**config.mk**
```make
export PLATFORM = sky130hd
export DESIGN_NAME = updown_mod_counter
export DESIGN_NICKNAME = d
export VERILOG_FILES = /design/src/rtl/updown_mod_counter.sv
export SDC_FILE = /design/constraint.sdc
export NUM_CORES = 1
export LEC_CHECK = 0
export CAP_MARGIN = 0
export CORE_ASPECT_RATIO = 1.75
export CORE_MARGIN = 2
export CORE_UTILIZATION = 50
export CTS_CLUSTER_DIAMETER = 80
export CTS_CLUSTER_SIZE = 25
export DETAILED_ROUTE_END_ITERATION = 16
export GPL_ROUTABILITY_DRIVEN = 1
export PLACE_DENSITY = 0.79
export SYNTH_ARGS = -nofsm -noshare
export SYNTH_HDL_FRONTEND = slang
export SYNTH_SLANG_ARGS = --single-unit
```
**constraint.sdc**
```tcl
create_clock -name clk -period 4.9 [get_ports clk]
set_input_delay 0.98 -clock clk [delete_from_list [all_inputs] [get_ports clk]]
set_output_delay 0.98 -clock clk [all_outputs]
set_load 0.05 [all_outputs]
```
**src/rtl/updown_mod_counter.sv**
```systemverilog
// Up/down modulo counter with variable step, programmable inclusive bound, load and sticky flags.
// Define UPDOWN_CNT_SATURATE_EN to saturate at the bounds; leave it undefined to wrap.
module updown_mod_counter #(
  parameter int WIDTH  = 32,
  parameter int STEP_W = 8
) (
  input  logic              clk,
  input  logic              rst_n,
  input  logic              en,
  input  logic              ctrl,
  input  logic [STEP_W-1:0] step,
  input  logic [WIDTH-1:0]  max_val,
  input  logic              load,
  input  logic [WIDTH-1:0]  load_val,
  input  logic              clr_flags,
  output logic [WIDTH-1:0]  cnt,
  output logic              tc,
  output logic              ovf,
  output logic              udf,
  output logic              at_max,
  output logic              at_zero
);

  typedef enum logic [2:0] {
    ACT_HOLD   = 3'd0,
    ACT_LOAD   = 3'd1,
    ACT_ADD    = 3'd2,
    ACT_SUB    = 3'd3,
    ACT_UP_BND = 3'd4,
    ACT_DN_BND = 3'd5
  } act_t;

  logic [WIDTH-1:0] cnt_r;
  logic             tc_r;
  logic             ovf_r;
  logic             udf_r;

  logic [WIDTH-1:0] cnt_nxt_s;
  logic             tc_nxt_s;
  logic             ovf_nxt_s;
  logic             udf_nxt_s;

  logic [WIDTH-1:0] step_ext_s;
  logic [WIDTH:0]   up_sum_s;
  logic [WIDTH-1:0] dn_diff_s;
  logic [WIDTH-1:0] load_clip_s;
  logic [WIDTH-1:0] up_target_s;
  logic [WIDTH-1:0] dn_target_s;
  logic             step_zero_s;
  logic             above_max_s;
  logic             up_bnd_s;
  logic             dn_bnd_s;
  logic             up_evt_s;
  logic             dn_evt_s;
  act_t             act_s;

  assign step_ext_s  = WIDTH'(step);
  assign step_zero_s = (step == {STEP_W{1'b0}});
  assign above_max_s = (cnt_r > max_val);

  // One extra bit keeps cnt+step exact even when both operands are near 2^WIDTH.
  assign up_sum_s    = {1'b0, cnt_r} + {1'b0, step_ext_s};
  assign up_bnd_s    = (up_sum_s > {1'b0, max_val});
  assign dn_bnd_s    = (cnt_r < step_ext_s);
  assign dn_diff_s   = cnt_r - step_ext_s;
  assign load_clip_s = (load_val > max_val) ? max_val : load_val;

`ifdef UPDOWN_CNT_SATURATE_EN
  assign up_target_s = max_val;
  assign dn_target_s = {WIDTH{1'b0}};
`else
  assign up_target_s = {WIDTH{1'b0}};
  assign dn_target_s = max_val;
`endif

  // Select this cycle's action: load beats count, zero step holds, an out-of-range count is an up event.
  always_comb begin
    act_s = ACT_HOLD;
    if (load) begin
      act_s = ACT_LOAD;
    end else if (en && !step_zero_s) begin
      if (above_max_s) begin
        act_s = ACT_UP_BND;
      end else if (ctrl) begin
        act_s = up_bnd_s ? ACT_UP_BND : ACT_ADD;
      end else begin
        act_s = dn_bnd_s ? ACT_DN_BND : ACT_SUB;
      end
    end else begin
      act_s = ACT_HOLD;
    end
  end

  // Next count and boundary events for the selected action.
  always_comb begin
    cnt_nxt_s = cnt_r;
    up_evt_s  = 1'b0;
    dn_evt_s  = 1'b0;
    case (act_s)
      ACT_LOAD:   cnt_nxt_s = load_clip_s;
      ACT_ADD:    cnt_nxt_s = up_sum_s[WIDTH-1:0];
      ACT_SUB:    cnt_nxt_s = dn_diff_s;
      ACT_UP_BND: begin
        cnt_nxt_s = up_target_s;
        up_evt_s  = 1'b1;
      end
      ACT_DN_BND: begin
        cnt_nxt_s = dn_target_s;
        dn_evt_s  = 1'b1;
      end
      ACT_HOLD:   cnt_nxt_s = cnt_r;
      default:    cnt_nxt_s = cnt_r;
    endcase
  end

  // Sticky flags: a set event in the same cycle outranks clr_flags.
  always_comb begin
    tc_nxt_s  = up_evt_s | dn_evt_s;
    ovf_nxt_s = up_evt_s | (ovf_r & ~clr_flags);
    udf_nxt_s = dn_evt_s | (udf_r & ~clr_flags);
  end

  // State registers with asynchronous clear.
  always_ff @(posedge clk or negedge rst_n) begin
    if (!rst_n) begin
      cnt_r <= {WIDTH{1'b0}};
      tc_r  <= 1'b0;
      ovf_r <= 1'b0;
      udf_r <= 1'b0;
    end else begin
      cnt_r <= cnt_nxt_s;
      tc_r  <= tc_nxt_s;
      ovf_r <= ovf_nxt_s;
      udf_r <= udf_nxt_s;
    end
  end

  assign cnt     = cnt_r;
  assign tc      = tc_r;
  assign ovf     = ovf_r;
  assign udf     = udf_r;
  assign at_max  = (cnt_r == max_val);
  assign at_zero = (cnt_r == {WIDTH{1'b0}});

endmodule

```
==> results of run 1 <==
metal layers:
metal,GRT usage,overflow
met5,0.003623,0
met4,0.5414,5
met3,0.2533,0
met2,0.7595,2
met1,0.5235,0
through the flow:
| stage | util | setup TNS [ps] | cell area [um^2] | setup WS (ps) | hold WS, ps |
|---|---|---|---|---|---|
| after CTS | 0.7314 | 0 | 9788 | 4.950 | 530.2 |
| after detailed placement | 0.6772 | -29400 | 9062 | -1160 | 517.8 |
| after global placement | 0.6772 | -25540 | 9062 | -1103 | 502.7 |
| after floorplan | - | 0 | 6937 | 11.42 | 684.4 |
repair_timing:
action                     CTS
setup buffers               35
setup endpoints to repair   34
pin swaps                   43
resized for setup           82
cells by family after synthesis:
group | synth area share
XOR/XNOR | 0.07031
flip-flops | 0.1278
buffers and inverters | 0.06939
AO/OA/AOI/OAI | 0.2829
multiplexers | 0.006209
adder cells (fa/ha/maj) | 0.2104
AND/OR/NAND/NOR | 0.2330
==> impl_results.md, run 1 <==
* Area leader, netlist: ha_1
* Die span in x at 92.49 um
* Clock Path Buffers at 2
* Synth cell types at between 80 and 90
* EDFF count, synth at 0
* Dpl hpwl at 25.13 mm
* Post-synth ARST share at 1.000
* Number of buffers added on ports at approximately 110
* GPL Wtd Cong at 1.122
* H-Tree Level Count at 2
* WEP type: sequential cell input
* DP Cell Count at 1249
* Site Rows at between 50 and 60
* Die Y at 158.9 um
* Mapped Cells at 885
* Initial core utilization at 0.5120
* Leading post-synthesis cells by instance count: 112 x ha_1, 72 x a21oi_1, 61 x inv_1
* Num CTS Buffers at 5
* Synth top area share at 0.2045
* Sink Count at 35
* Hold Buf Count CTS at 0
* Tool error: [ERROR GRT-0232] Routing congestion too high. Check the congestion heatmap in the GUI.
* Largest net degree at the start of global routing at 55
* Root Driver: clkbuf_16
* Remaining Overflow, GRT at 7
* YS warnings at 0
* Outcome: stopped before the end
* Worst_ep grt: cnt[23]$_DFFE_PN0P_/D
* Syn avg cell area at between 7 and 8 um^2
* #FFs+latches synth at 35
* Sequential area share after synthesis at 0.1278
* Post-Syn Nets at 1077
* Syn Std Cell Area at 6852 um^2
* Total GRT Usage at 0.5259
* Ports at 115
* Count leader, synth: ha_1
* Halt Stage: global routing
* Synth area leaders: ha_1 20%, dfrtp_1 13%, a21oi_1 5.3%
* Top_reg_cell synth: dfrtp_1
==> run 2, diff against run 1 <==
CORE_ASPECT_RATIO = default   (was 1.75)
CORE_UTILIZATION = 40   (was 50)
CTS_CLUSTER_DIAMETER = default   (was 80)
CTS_CLUSTER_SIZE = default   (was 25)
PLACE_DENSITY = default   (was 0.79)
PLACE_DENSITY_LB_ADDON = 0.15   (was default)
clock period = 6.4 ns   (was 4.9 ns; I/O delays follow)
==> run 2 against run 1 <==
Synthesized cell count is the same. The flow now finishes without violations. Synthesized area is the same.
==> impl_results.md, run 2 <==
* Pint at 0.0008329 W
* Post-synthesis simple-gate area fraction at 0.2330
* Clock Path Buffers at 2
* Hold path start: ovf
* Flop2flop setup slack at approximately 1200 ps
* Total GRT Usage at 0.3038
* Syn Std Cell Area at 6852 um^2
* #FFs+latches synth at 35
* Final min period at slightly above 6000 ps
* Num CTS Buffers at 5
* Largest fanout on the critical path at 11
* Antenna viol nets, final at 0
* Arrival time at the worst endpoint at 6280 ps
* Root Driver: clkbuf_16
* Slew @ Worst Pin at 1093 ps
* Post-Syn Nets at 1077
* Count leader, synth: ha_1
* Max Cap Viol at 0
* Worst setup EP type: flop
* Avg WL per Cell at roughly 23 um
* Hold Buf Count CTS at 0
* Sequential area share after synthesis at 0.1278
* Core Util, Final at 0.5149
* Drt drc at 0
* Complex-gate fraction of the synthesized area at 0.2829
* Peak supply drop at 96.32 uV
* Post-Synth XOR/XNOR Area at 0.07031
* Number of antenna violations at the first check in global routing at 0
* Clk_lat worst skew at ~300 ps
* Adder-Cell Fraction of Synth Area at 0.2104
* Most frequent cells in the layout: 112 x ha_1, 112 x clkdlybuf4s50_1, 72 x a21oi_1
* Worst Reg-to-Reg Cells at 20
* Fin Clk Skew at ~4.7 ps
* Largest register FFs at 32
* Vias in the first global route at 7340
* EDFF count, synth at 0
* Clock power frac at 0.151
* Worst slew margin at 0.2703
* Dpl hpwl at 21.62 mm
* Core area at 16640 um^2
* Largest family of logic cells by synthesized area: compound AO/OA/AOI/OAI gates
* Sw Share at 0.5148
* Worst hold path class: flop to flop
* P per Cell Area at 200.3 nW/um^2
* Synth cell types at 88
* Worst path required time at 6550 ps
* Top_reg_cell synth: dfrtp_1
* Site Rows at 47
* First-pass GRT wire length at 42.52 mm
* Leading post-synthesis cells by instance count: 112 x ha_1, 72 x a21oi_1, 61 x inv_1
* TritonRoute pass-1 iters at 5
* Remaining Overflow, GRT at 0
* Worst Hold Depth at 2
* RSZ-0062 raised after global routing: no
* CTS tree: yes
* Mapped Cells at 885
* Footprint of the multi-input gates at approximately 5600 um^2
* Sink Count at 35
* Total power at 0.001717 W
* Type of origin of the critical path: primary input
* Initial core utilization at 0.4117
* Ports at roughly 120
* Fin. Hold Viols at 0
* Total leakage power at approximately 3.6 nW
* GPL Wtd Cong at ~1.0
* Post-synth ARST share at 1.000
* P&R area growth vs syn at 25.07%
* Die span in x at 134.9 um
* Synth area leaders: ha_1 20%, dfrtp_1 13%, a21oi_1 5.3%
* Final Cycle Share at 0.9571
* Gate power share at 0.635
* Area leader, netlist: ha_1
* Hold EP: ovf
* FMAX at 163.3 MHz
* Outcome: finished clean
* Routed vias/inst at 6.303
* Final number of max-transition violations at 0
* YS warnings at 0
* Largest net degree at the start of global routing at 36
* Crit path kind: primary input to flop
* Share of layout cells above drive strength 1 at 0.1032
* Fill cell count at 1699
* # setup viols final at 0
* Mux contribution to synthesized area at 0.006209
* Total Routed Length at about 28 mm
* Via count at roughly 7700
* Reg2reg end: cnt[31]
* Final instance area at between 8000 and 9000 um^2
* Nets at 1189
* Area of placed instances at 8359 um^2
* Die Y at 134.9 um
* Sequential power share at 0.214
* Diode count at 0
* RR Startpoint: cnt[0]
* Syn avg cell area at just under 8 um^2
* Sequential cell area at 875.8 um^2
* Clk slew on worst S/H paths at about 70 ps
* Number of buffers added on ports at 114
* Synth top area share at 0.2045
* Switching power at 0.0008839 W
* 1st-iter DRT viols at 719
* Die ar. at about 18000 um^2
* H-Tree Level Count at 2
[run 2: cell counts after synthesis]
No cell type changed its count.
[run 2: final cells by class]
cell class / instances / area share
Multi-Input combinational cell: 733 / 0.6483
Timing Repair Buffer: 161 / 0.1743
Sequential cell: 35 / 0.1022
Tap cell: 220 / 0.03212
Inverter: 61 / 0.02672
Clock buffer: 5 / 0.01460
Clock inverter: 3 / 0.001752
[run 2: routing by layer]
| metal | up-vias | part of all wire | GRT usage |
|---|---|---|---|
| li1 | 3592 | - | - |
| met1 | 3660 | 0.44 | 0.4139 |
| met2 | 366 | 0.45 | 0.4882 |
| met3 | 59 | 0.073 | 0.04279 |
| met4 | 0 | 0.034 | 0.1129 |
| met5 | - | 0 | 0 |
[run 2: repair_timing]
| item | 4_1_cts | 5_1_grt |
|---|---|---|
| setup endpoints to repair | 0 | 33 |
| hold endpoints to repair | 0 | 0 |
| resized for setup | 0 | 10 |
| buffers inserted | 0 | 3 |
[run 2: cells by family after synthesis]
family / after synthesis
multiplexers: 4
XOR/XNOR: 55
AND/OR/NAND/NOR: 291
AO/OA/AOI/OAI: 269
adder cells (fa/ha/maj): 114
flip-flops: 35
buffers and inverters: 117
[run 2: worst max-delay path by stage]
stage / startpoint / to / slack, ps
finish: step[3] / cnt[28] / 270
global route: step[0] / cnt[31] / 9
CTS: step[3] / cnt[12] / 90
detailed placement: step[3] / cnt[12] / -150
global placement: step[3] / cnt[12] / -90
floorplan: step[0] / cnt[25] / 770
[run 2: power by group through the flow]
stage | Combinational [W] | Sequential [W] | Clock, W
floorplan | 0.000621 | 0.000419 | 0
global route | 0.00118 | 0.000374 | 0.000268
detailed placement | 0.00106 | 0.000368 | 0
CTS | 0.00107 | 0.000363 | 0.000258
finish | 0.00109 | 0.000367 | 0.000259
global placement | 0.00105 | 0.000368 | 0
[run 2: through the flow]
stage | setup WS (ps) | hold slack [ps] | cells | TNS (ps)
6_report | 274.7 | 541.9 | 1218 | 0
5_1_grt | 8.561 | 565.6 | 1218 | 0
4_1_cts | 86.59 | 542.8 | 1214 | 0
3_5_place_dp | -147.2 | 526.5 | 1206 | -468.7
3_3_place_gp | -92.55 | 515.6 | 1206 | -92.55
2_1_floorplan | 771.1 | 747.8 | 885 | 0
[run 2: worst max-delay path, stage by stage]
cell and delay [ps]:
clkdlybuf4s50_1 540, inv_1 60, ha_1 420, nor4_1 270
o21ai_0 180, a31oi_1 290, nor2_1 80, buf_4 200
or3_1 430, xnor2_1 160, ha_1 290, nand4_1 120
nor3_1 230, buf_4 160, nand3_1 140, o211ai_1 290
o21a_1 210, nor4_4 70, buf_4 190, buf_4 140
a221oi_1 360, o22ai_1 140
Note: power is estimated with default switching activity, not from simulation.
